===== config.mk =====
export PLATFORM = sky130hd
export DESIGN_NAME = multi_button_processor
export DESIGN_NICKNAME = d
export VERILOG_FILES = /design/src/rtl/multi_button_processor.sv
export SDC_FILE = /design/constraint.sdc
export NUM_CORES = 1
export LEC_CHECK = 0
export BUFFER_PORTS_ARGS = -buffer_cell sky130_fd_sc_hd__buf_2
export CAP_MARGIN = 10
export CORE_AREA = 2 2 97 99
export CTS_CLUSTER_SIZE = 25
export DETAILED_ROUTE_END_ITERATION = 16
export DIE_AREA = 0 0 99 101
export PLACE_DENSITY = 0.72
export SYNTH_ARGS = -nofsm -noshare
export SYNTH_HDL_FRONTEND = slang
export SYNTH_SLANG_ARGS = --single-unit

===== constraint.sdc =====
create_clock -name clk_1khz -period 6.73 [get_ports clk_1khz]
set_input_delay 0.673 -clock clk_1khz [delete_from_list [all_inputs] [get_ports clk_1khz]]
set_output_delay 0.673 -clock clk_1khz [all_outputs]
set_load 0.05 [all_outputs]

===== src/rtl/multi_button_processor.sv =====
// multi_button_processor: per-channel synchronised, debounced short/long/auto-repeat button classifier
module multi_button_processor #(
  parameter int NUM_BUTTONS     = 2,
  parameter int DEBOUNCE_TIME   = 20,
  parameter int LONG_PRESS_TIME = 1500,
  parameter int REPEAT_TIME     = 250
) (
  input  logic                   clk_1khz,
  input  logic                   rst_i,
  input  logic [NUM_BUTTONS-1:0] pushbutton_i,
  input  logic                   repeat_en_i,
  output logic [NUM_BUTTONS-1:0] short_o,
  output logic [NUM_BUTTONS-1:0] long_o,
  output logic [NUM_BUTTONS-1:0] repeat_o,
  output logic [NUM_BUTTONS-1:0] held_o
);
  localparam int DW = $clog2(DEBOUNCE_TIME + 1);
  localparam int HW = $clog2(LONG_PRESS_TIME + 1);
  localparam int RW = $clog2(REPEAT_TIME + 1);
  localparam logic [DW-1:0] DEB_MAX  = DW'(DEBOUNCE_TIME);
  localparam logic [HW-1:0] HOLD_MAX = HW'(LONG_PRESS_TIME);
  localparam logic [RW-1:0] REP_MAX  = RW'(REPEAT_TIME);

  typedef enum logic [2:0] {IDLE, PRESS_DEB, PRESSED, HELD, RELEASE_DEB} state_e;

  logic [NUM_BUTTONS-1:0] sync_q, btn_s_q;

  always_ff @(posedge clk_1khz) begin
    if (rst_i) begin
      sync_q  <= '0;
      btn_s_q <= '0;
    end else begin
      sync_q  <= pushbutton_i;
      btn_s_q <= sync_q;
    end
  end

  for (genvar g = 0; g < NUM_BUTTONS; g++) begin : g_ch
    state_e        state_q, state_d;
    logic [DW-1:0] deb_q, deb_d, deb_inc;
    logic [HW-1:0] hold_q, hold_d, hold_inc;
    logic [RW-1:0] rep_q, rep_d, rep_inc;
    logic          long_fired_q, long_fired_d;
    logic          short_q, short_d, long_q, long_d, repeat_q, repeat_d, held_q, held_d;
    logic          btn;

    assign btn      = btn_s_q[g];
    assign deb_inc  = deb_q + 1'b1;
    assign hold_inc = (hold_q == HOLD_MAX) ? hold_q : hold_q + 1'b1;
    assign rep_inc  = rep_q + 1'b1;

    always_comb begin
      state_d      = state_q;
      deb_d        = deb_q;
      hold_d       = hold_q;
      rep_d        = rep_q;
      long_fired_d = long_fired_q;
      short_d      = 1'b0;
      long_d       = 1'b0;
      repeat_d     = 1'b0;
      case (state_q)
        IDLE: begin
          if (btn) begin
            if (DEBOUNCE_TIME == 1) state_d = PRESSED;
            else state_d = PRESS_DEB;
            deb_d        = DW'(1);
            hold_d       = '0;
            long_fired_d = 1'b0;
          end
        end
        PRESS_DEB: begin
          if (!btn) begin
            state_d = IDLE;
            deb_d   = '0;
          end else begin
            deb_d = deb_inc;
            if (deb_inc == DEB_MAX) begin
              state_d      = PRESSED;
              hold_d       = '0;
              long_fired_d = 1'b0;
            end
          end
        end
        PRESSED, HELD: begin
          if (!btn) begin
            deb_d = DW'(1);
            if (DEBOUNCE_TIME == 1) begin
              state_d      = IDLE;
              short_d      = !long_fired_q;
              deb_d        = '0;
              hold_d       = '0;
              rep_d        = '0;
              long_fired_d = 1'b0;
            end else begin
              state_d = RELEASE_DEB;
            end
          end else if (state_q == PRESSED) begin
            hold_d = hold_inc;
            if (hold_inc == HOLD_MAX) begin
              state_d      = HELD;
              long_d       = 1'b1;
              long_fired_d = 1'b1;
              rep_d        = '0;
            end
          end else if (repeat_en_i) begin
            rep_d    = (rep_inc == REP_MAX) ? '0 : rep_inc;
            repeat_d = rep_inc == REP_MAX;
          end else begin
            rep_d = '0;
          end
        end
        RELEASE_DEB: begin
          // hold and repeat counters stay frozen so a bounce resumes where it left off
          if (btn) begin
            if (long_fired_q) state_d = HELD;
            else state_d = PRESSED;
            deb_d = '0;
          end else begin
            deb_d = deb_inc;
            if (deb_inc == DEB_MAX) begin
              state_d      = IDLE;
              short_d      = !long_fired_q;
              deb_d        = '0;
              hold_d       = '0;
              rep_d        = '0;
              long_fired_d = 1'b0;
            end
          end
        end
        default: begin
          state_d      = IDLE;
          deb_d        = '0;
          hold_d       = '0;
          rep_d        = '0;
          long_fired_d = 1'b0;
        end
      endcase
      held_d = (state_d == HELD) || ((state_d == RELEASE_DEB) && long_fired_d);
    end

    always_ff @(posedge clk_1khz) begin
      if (rst_i) begin
        state_q      <= IDLE;
        deb_q        <= '0;
        hold_q       <= '0;
        rep_q        <= '0;
        long_fired_q <= 1'b0;
        short_q      <= 1'b0;
        long_q       <= 1'b0;
        repeat_q     <= 1'b0;
        held_q       <= 1'b0;
      end else begin
        state_q      <= state_d;
        deb_q        <= deb_d;
        hold_q       <= hold_d;
        rep_q        <= rep_d;
        long_fired_q <= long_fired_d;
        short_q      <= short_d;
        long_q       <= long_d;
        repeat_q     <= repeat_d;
        held_q       <= held_d;
      end
    end

    assign short_o[g]  = short_q;
    assign long_o[g]   = long_q;
    assign repeat_o[g] = repeat_q;
    assign held_o[g]   = held_q;
  end
endmodule


==> results by group, run 1 <==
Status
  – Result of the run: finished, final reports clean

Power and ir drop
  – Clock share of power: 0.438
  – Cell Int Power: 0.583 mW
  – Part of the total power dissipated in combinational logic: 0.032
  – Leakage power total: 1.46 nW
  – Switch share: 0.242
  – Seq pwr share: 0.531
  – Pwr per Cell Area: around 170 nW/um^2
  – Power dissipated by switching net loads: 0.186 mW
  – Maximum vdd ir drop: roughly 0.11 mV

Floorplan
  – # rows: 35
  – Overall die height: 101 um
  – Full die area: ~10000 um^2
  – Starting density of the core: 0.486
  – Core region area: 8980 um^2
  – Die outline width: 99 um
  – I/O pin count: 13

Yosys
  – Nets in the synthesized netlist: around 570
  – Xor/xnor cell area share of the yosys netlist: 0.0221
  – Total standard cell area after synthesis: 4360 um^2
  – Compound-Gate Fraction of Synth Area: 0.262
  – Count of unique library cells instantiated by Yosys: 73
  – Post-synthesis cell type with the largest combined area: sky130_fd_sc_hd__dfxtp_1
  – Number of flops mapped to enable cells by yosys: 0
  – Post-synthesis register bit count: 68
  – Simple-gate share of the synthesized area: 0.291
  – Sequential element share of the synthesized area: 0.312
  – Avg Inst Size Synth: roughly 7.9 um^2
  – Mux cell area share after synthesis: 0.0144
  – Syn. warnings: 0
  – Primary flip-flop cell chosen by synthesis mapping: sky130_fd_sc_hd__dfxtp_1
  – Mapped Cells: 555
  – Async set-reset flop share out of synthesis: 0
  – Share of the synthesized area in the top cell type: 0.312
  – Most common cell in the netlist: sky130_fd_sc_hd__dfxtp_1
  – Most used standard cells in the synthesized netlist: sky130_fd_sc_hd__dfxtp_1 (68), sky130_fd_sc_hd__nand2_1 (51), sky130_fd_sc_hd__nor2_1 (48)
  – Combinational family with the most area after synthesis: simple AND/OR/NAND/NOR gates
  – Post-synthesis share of cell area spent on full adders, half adders and majority gates: 0.0316
  – Main area contributors after synthesis: sky130_fd_sc_hd__dfxtp_1 (31%), sky130_fd_sc_hd__a21oi_1 (5.3%), sky130_fd_sc_hd__nand2_1 (4.4%)

Global route
  – Maximum number of pins on one net before global-route repair: between 50 and 60
  – Via count of the first global-routing pass: ~3.7k
  – Total global routing track utilization: 0.203
  – Global route total overflow: 0
  – First-pass GRT wire length: ~17000 um
  – Initial antenna violation count: 0

STA
  – Worst clock skew: 10.5 ps
  – Finish-stage setup viols: 0
  – Setup total negative slack: 0 ps
  – Maximum clock frequency: 359 MHz
  – Actual transition at the worst max-transition pin: 966 ps
  – Final Slew Violations: 0
  – Minimum clock period: 2780 ps
  – Worst slew slack as a fraction of its limit: 0.356
  – Setup repair after global routing missed its margin: no
  – Tcrit/Tclk final: 0.414
  – Count of endpoints failing hold in the final timing report: 0
  – Final-layout worst hold slack: 442 ps

CTS
  – TritonCTS clock tree: done
  – Post-CTS repair timing setup buffer count: 0
  – Clock sink count: 68
  – Htree depth: 3
  – Root buffer cell: sky130_fd_sc_hd__clkbuf_8
  – CTS Buffer Depth: 2
  – CTS-repair resized insts: 0
  – Clock transition at the registers of the reported paths: 80 ps
  – Number of buffers inserted by hold repair at cts: 0
  – Clock insertion delay at the later pin of the skew report: 350 ps
  – Clock buffer count from CTS: 9

Detailed routing
  – Post-DR wirelength/cell: roughly 15 um
  – Antenna Nets Post-Route: 0
  – WL final: 9820 um
  – Via/cell ratio: between 6 and 7
  – Number of vias in the routed layout: around 4.0k
  – Residual DRC: 0
  – Total iterations of the first detailed-routing run: 7
  – Violation count after the first detailed-routing iteration: 221

Min path
  – Class of the tightest hold or removal check: reg2reg

Final layout
  – Total number of nets in the final design: 552
  – Total inserted antenna cells: 0
  – Finished Layout Cells: 652
  – Synth-to-layout area growth: 3.93%
  – Fraction of layout cells with a size suffix above 1: 0.0998

Worst setup path
  – Worst reg2reg path endpoint: g_ch[0].rep_q[6]$_SDFFE_PP0P_
  – Capturing element type of the critical path: flip-flop
  – Crit-path max FO: 12
  – Cell depth of the worst flop-to-flop path: 8
  – R2R Setup Slk: between 3000 and 4000 ps
  – Kind of critical path: reg2reg
  – Data arrival time of the critical path: 3020 ps
  – Critical path required time: 6960 ps
  – Crit start category: flip-flop
  – Capturing element of the worst setup path: g_ch[0].rep_q[6]$_SDFFE_PP0P_
  – Startpoint of the lowest-slack register-to-register path: g_ch[0].hold_q[0]$_SDFFE_PP0P_
  – Critical path launch point: g_ch[0].hold_q[0]$_SDFFE_PP0P_

Placement
  – Inst Count DP: 635
  – Half-perimeter wire length after placement: roughly 6600 um
  – Final estimated routing congestion in global placement: roughly 0.97
  – Number of I/O port buffers: 12

Run
  – Max-cap viol count: 0
power by group through the flow:
stage / Sequential, mW / Combinational, mW / Clock, mW
after floorplan: 0.415 / 0.0195 / 0
after global placement: 0.417 / 0.0239 / 0
after detailed placement: 0.417 / 0.0244 / 0
after CTS: 0.408 / 0.0244 / 0.346
after global routing: 0.409 / 0.0273 / 0.364
final: 0.408 / 0.0243 / 0.336
layer usage:
layer | GRT usage | share of wire | up-vias
met3 | 0.0388 | 0.044 | 17
li1 | - | - | 2016
met1 | 0.251 | 0.45 | 1895
met2 | 0.350 | 0.49 | 104
met4 | 0.0769 | 0.015 | 0
met5 | 0 | 0 | -
sequential cells by signal (all words and copies together), names as in the netlist:
signal,cells
btn_s_q,2
g_ch.deb_q,10
g_ch.held_q,2
g_ch.hold_q,22
g_ch.long_fired_q,2
g_ch.long_q,2
g_ch.rep_q,16
g_ch.repeat_q,2
g_ch.short_q,2
g_ch.state_q,6
sync_q,2
layout make-up:
cell class | count | area (um^2)
Sequential cell | 68 | 1360
Clock inverter | 6 | 65.1
Timing Repair Buffer | 14 | 72.6
Fill cell | 862 | 4450
Inverter | 15 | 56.3
Tap cell | 111 | 139
Multi-Input combinational cell | 428 | 2710
Clock buffer | 10 | 128
through the flow:
step	utilization	instance area (um^2)	setup slack, ps	total power [mW]
after global placement	0.483	4330	4140	0.441
after CTS	0.504	4530	4000	0.778
after floorplan	-	4360	4400	0.435
final	0.505	4530	3950	0.769
after detailed placement	0.483	4330	4030	0.442
after global routing	0.505	4530	3660	0.800
kinds of logic (layout without fill, tap and decap cells):
| logic type | count (synthesis) | count (layout) |
|---|---|---|
| multiplexers | 6 | 6 |
| AO/OA/AOI/OAI | 170 | 170 |
| XOR/XNOR | 11 | 11 |
| adder cells (fa/ha/maj) | 11 | 11 |
| AND/OR/NAND/NOR | 230 | 230 |
| buffers and inverters | 59 | 45 |
| flip-flops | 68 | 68 |
cell usage in the layout, fill, tap and decap left out, types with 4 or more instances in the layout:
cell type,synthesis,final
sky130_fd_sc_hd__a211oi_1,5,5
sky130_fd_sc_hd__a21o_1,6,6
sky130_fd_sc_hd__a21oi_1,46,46
sky130_fd_sc_hd__a22oi_1,7,7
sky130_fd_sc_hd__a311oi_1,6,6
sky130_fd_sc_hd__a31oi_1,16,16
sky130_fd_sc_hd__and2_1,4,4
sky130_fd_sc_hd__and3_1,11,11
sky130_fd_sc_hd__and4_1,7,7
sky130_fd_sc_hd__buf_2,9,12
sky130_fd_sc_hd__clkbuf_8,0,9
sky130_fd_sc_hd__dfxtp_1,68,68
sky130_fd_sc_hd__ha_1,11,11
sky130_fd_sc_hd__inv_1,15,15
sky130_fd_sc_hd__mux2i_1,4,4
sky130_fd_sc_hd__nand2_1,51,51
sky130_fd_sc_hd__nand2b_1,10,10
sky130_fd_sc_hd__nand3_1,24,24
sky130_fd_sc_hd__nand4_1,6,6
sky130_fd_sc_hd__nor2_1,48,48
sky130_fd_sc_hd__nor2b_1,12,12
sky130_fd_sc_hd__nor3_1,18,18
sky130_fd_sc_hd__nor4_1,7,7
sky130_fd_sc_hd__o211ai_1,6,6
sky130_fd_sc_hd__o21ai_0,26,26
sky130_fd_sc_hd__o21ai_1,7,7
sky130_fd_sc_hd__o22ai_1,6,6
sky130_fd_sc_hd__o31ai_1,8,8
sky130_fd_sc_hd__or2_2,5,5
sky130_fd_sc_hd__or3_1,4,4
sky130_fd_sc_hd__xnor2_1,5,5
sky130_fd_sc_hd__xor2_1,6,6
worst min path at each step:
| stage | start | to | slack, ps | cells after the start |
|---|---|---|---|---|
| detailed placement | sync_q[1]$_SDFF_PP0_ | btn_s_q[1]$_SDFF_PP0_ | 440 | 1 |
| global route | sync_q[0]$_SDFF_PP0_ | btn_s_q[0]$_SDFF_PP0_ | 470 | 1 |
| finish | sync_q[1]$_SDFF_PP0_ | btn_s_q[1]$_SDFF_PP0_ | 440 | 1 |
| CTS | sync_q[1]$_SDFF_PP0_ | btn_s_q[1]$_SDFF_PP0_ | 460 | 1 |
| global placement | sync_q[0]$_SDFF_PP0_ | btn_s_q[0]$_SDFF_PP0_ | 420 | 1 |
| floorplan | sync_q[0]$_SDFF_PP0_ | btn_s_q[0]$_SDFF_PP0_ | 410 | 1 |
critical path, stage by stage, from the launching register on:
cell and delay [ps]:
sky130_fd_sc_hd__dfxtp_1 450, sky130_fd_sc_hd__ha_1 420, sky130_fd_sc_hd__nand3_1 150, sky130_fd_sc_hd__a2111oi_2 420, sky130_fd_sc_hd__o22ai_1 170, sky130_fd_sc_hd__a21oi_1 210, sky130_fd_sc_hd__a31oi_1 360, sky130_fd_sc_hd__o311ai_1 380
sky130_fd_sc_hd__o31ai_1 110
(Power assumes the default switching activity.)
==> run 2, diff against run 1 <==
- clock period: 6.73 -> 2.8 ns (I/O delays scaled with it)
==> run 2 against run 1 <==
Net effect: die area unchanged; critical path depth unchanged; routed wire length decreased by 0.47%.
==> results by group, run 2 (same netlist as run 1, synthesis figures left out) <==
Floorplan
  – I/O pin count: 13 (unchanged)
  – Full die area: 10000 um^2 (unchanged)
  – Overall die height: 101 um (unchanged)
  – Starting density of the core: 0.486 (unchanged)
  – Core region area: 8980 um^2 (unchanged)
  – # rows: 35 (unchanged)
  – Die outline width: 99 um (unchanged)

Global route
  – Maximum number of pins on one net before global-route repair: 54 (-1.8%)
  – Total global routing track utilization: 0.201 (-0.00199)
  – Via count of the first global-routing pass: 3727 (-0.56%)
  – Global route total overflow: 0 (unchanged)
  – First-pass GRT wire length: 16800 um (-0.65%)
  – Initial antenna violation count: 0 (unchanged)

Placement
  – Final estimated routing congestion in global placement: 0.914 (-5.4%)
  – Worst Setup Slack post-DPL: 211 ps (-3820 ps)
  – Half-perimeter wire length after placement: 6580 um (-0.78%)
  – Inst Count DP: 645 (+1.6%)
  – Number of I/O port buffers: 12 (unchanged)
  – Placed inst area: 4410 um^2 (+1.7%)

Power and ir drop
  – Pwr per Cell Area: 453 nW/um^2 (+170%)
  – Cell Int Power: 1.67 mW (+190%)
  – Seq pwr share: 0.462 (-0.069)
  – Clock share of power: 0.509 (+0.071)
  – Power dissipated by switching net loads: 0.447 mW (+140%)
  – PnR Total Power: 2.12 mW (+180%)
  – Leakage power total: 1.54 nW (+5.4%)
  – Part of the total power dissipated in combinational logic: 0.029 (-0.003)
  – Maximum vdd ir drop: 0.215 mV (+100%)
  – Switch share: 0.211 (-0.0313)

STA
  – Maximum clock frequency: 394 MHz (+9.8%)
  – Final-layout worst hold slack: 135 ps (-307 ps)
  – Minimum clock period: 2540 ps (-249 ps)
  – Setup total negative slack: 0 ps (unchanged)
  – Finish-stage setup viols: 0 (unchanged)
  – Final setup margin: 264 ps (-3680 ps)
  – Setup repair after global routing missed its margin: no
  – Worst slew slack as a fraction of its limit: 0.166 (-0.190)
  – Worst clock skew: 12.6 ps (+2.15 ps)
  – Actual transition at the worst max-transition pin: 1240 ps (+272 ps)
  – Count of endpoints failing hold in the final timing report: 0 (unchanged)
  – Tcrit/Tclk final: 0.906 (+0.492)
  – Final Slew Violations: 0 (unchanged)

Final layout
  – Total number of nets in the final design: 561 (+1.6%)
  – Fraction of layout cells with a size suffix above 1: 0.116 (+0.0165)
  – Total inserted antenna cells: 0 (unchanged)
  – Top library cells by usage in the layout, fill and taps aside: sky130_fd_sc_hd__dfxtp_1 (68), sky130_fd_sc_hd__nand2_1 (51), sky130_fd_sc_hd__nor2_1 (48), sky130_fd_sc_hd__a21oi_1 (46), sky130_fd_sc_hd__o21ai_0 (26)
  – Largest register FFs: 22 (unchanged)
  – Register name with the most flops: g_ch.hold_q
  – Finished Layout Cells: 661 (+1.4%)
  – Synth-to-layout area growth: 7.32%
  – Area of all placed cells without fillers: 4680 um^2 (+3.3%)
  – Share of the core filled with cells: 0.521 (+0.0164)
  – Most common cell after layout, fill and taps aside: sky130_fd_sc_hd__dfxtp_1
  – Biggest regs: g_ch.hold_q x22, g_ch.rep_q x16, g_ch.deb_q x10
  – Count of filler cells inserted in the layout: 849 (-1.5%)

CTS
  – Root buffer cell: sky130_fd_sc_hd__clkbuf_8
  – CTS Buffer Depth: 2 (unchanged)
  – Clock sink count: 68 (unchanged)
  – Htree depth: 3 (unchanged)
  – Clock buffer count from CTS: 9 (unchanged)
  – Clock transition at the registers of the reported paths: 70 ps (about the same)
  – TritonCTS clock tree: done
  – Clock insertion delay at the later pin of the skew report: 360 ps (about the same)

Detailed routing
  – Metal1 wirelength: 4520 um (+2.6%)
  – Via/cell ratio: 6.13 (-0.90%)
  – Met2 routed WL: 4760 um (-1.5%)
  – Residual DRC: 0 (unchanged)
  – Antenna Nets Post-Route: 0 (unchanged)
  – Number of vias in the routed layout: 4051 (+0.47%)
  – Violation count after the first detailed-routing iteration: 287 (+30%)
  – Uppermost signal routing layer after detailed routing: met4
  – Post-DR wirelength/cell: 14.8 um (-1.8%)
  – Sum of met3 wire segment lengths after detailed routing: 349 um (-19%)
  – Total iterations of the first detailed-routing run: 6 (-1)
  – WL final: 9770 um (-0.47%)

Worst setup path
  – Critical-path cell with the highest stage delay: sky130_fd_sc_hd__dfxtp_1
  – Number of buffers and inverters on the critical path: 0 (unchanged)
  – Critical Path, Cell by Cell: ha_1, and4_1, nand3_1, a2bb2oi_1, a2111oi_4, a211o_1, and2_4, mux2i_1
  – Critical path required time: 3080 ps (-3880 ps)
  – Crit-path max FO: 9 (-3)
  – Crit start category: flip-flop
  – Critical path launch point: g_ch[1].hold_q[1]$_SDFFE_PP0P_
  – CP peak stage delay: 440 ps (about the same)
  – Kind of critical path: reg2reg
  – Largest delay share family, worst path: compound AO/OA/AOI/OAI gates
  – Capturing element type of the critical path: flip-flop
  – Data arrival time of the critical path: 2820 ps (-200 ps)
  – Startpoint of the lowest-slack register-to-register path: g_ch[1].hold_q[1]$_SDFFE_PP0P_

Status
  – Result of the run: finished, final reports clean

Min path
  – Hold_sp: pushbutton_i[0]
  – Class of the tightest hold or removal check: in2reg

Run
  – Max-cap viol count: 0 (unchanged)
==> run 2: final cells by class <==
type                            count  area [um^2]  share of cell area
Multi-Input combinational cell    428         2720               0.580
Sequential cell                    68         1360               0.291
Timing Repair Buffer               23          143              0.0305
Tap cell                          111          139              0.0297
Clock inverter                      6          136              0.0292
Clock buffer                       10          128              0.0273
Inverter                           15         56.3              0.0120
==> run 2: timing repair <==
action / in CTS / in global routing
hold endpoints to repair: 0 / 0
buffers inserted: 0 / 0
endpoints found under the setup margin: 0 / 8
gates resized for setup: 0 / 1
hold buffers: 0 / 0
==> run 2: worst register-to-register path, cell delays in order (launching register included) <==
cell and delay, ps:
sky130_fd_sc_hd__dfxtp_1 440, sky130_fd_sc_hd__ha_1 390, sky130_fd_sc_hd__and4_1 340, sky130_fd_sc_hd__nand3_1 100, sky130_fd_sc_hd__a2bb2oi_1 160, sky130_fd_sc_hd__a2111oi_4 390, sky130_fd_sc_hd__a211o_1 230, sky130_fd_sc_hd__and2_4 230
sky130_fd_sc_hd__mux2i_1 200
==> run 2: path summary, 6_finish.rpt <==
kind	slack (ps)	cells after the start	endpoint
setup / recovery	260	8	g_ch[1].rep_q[6]$_SDFFE_PP0P_
hold / removal	130	2	sync_q[0]$_SDFF_PP0_
setup reg to reg	260	8	g_ch[1].rep_q[6]$_SDFFE_PP0P_
hold reg to reg	430	1	btn_s_q[0]$_SDFF_PP0_
==> run 2: power groups by stage <==
stage | Sequential (mW) | Clock, mW | Combinational (mW)
final | 0.981 | 1.08 | 0.0608
after floorplan | 0.998 | 0 | 0.0469
after global placement | 1.00 | 0 | 0.0596
after CTS | 0.980 | 1.10 | 0.0608
after detailed placement | 1.00 | 0 | 0.0607
after global routing | 0.982 | 1.14 | 0.0681
==> run 2: layer usage <==
| metal | global-route usage | vias to the layer above |
|---|---|---|
| li1 | - | 2034 |
| met3 | 0.0458 | 17 |
| met1 | 0.259 | 1923 |
| met5 | 0 | - |
| met4 | 0.0685 | 0 |
| met2 | 0.333 | 77 |
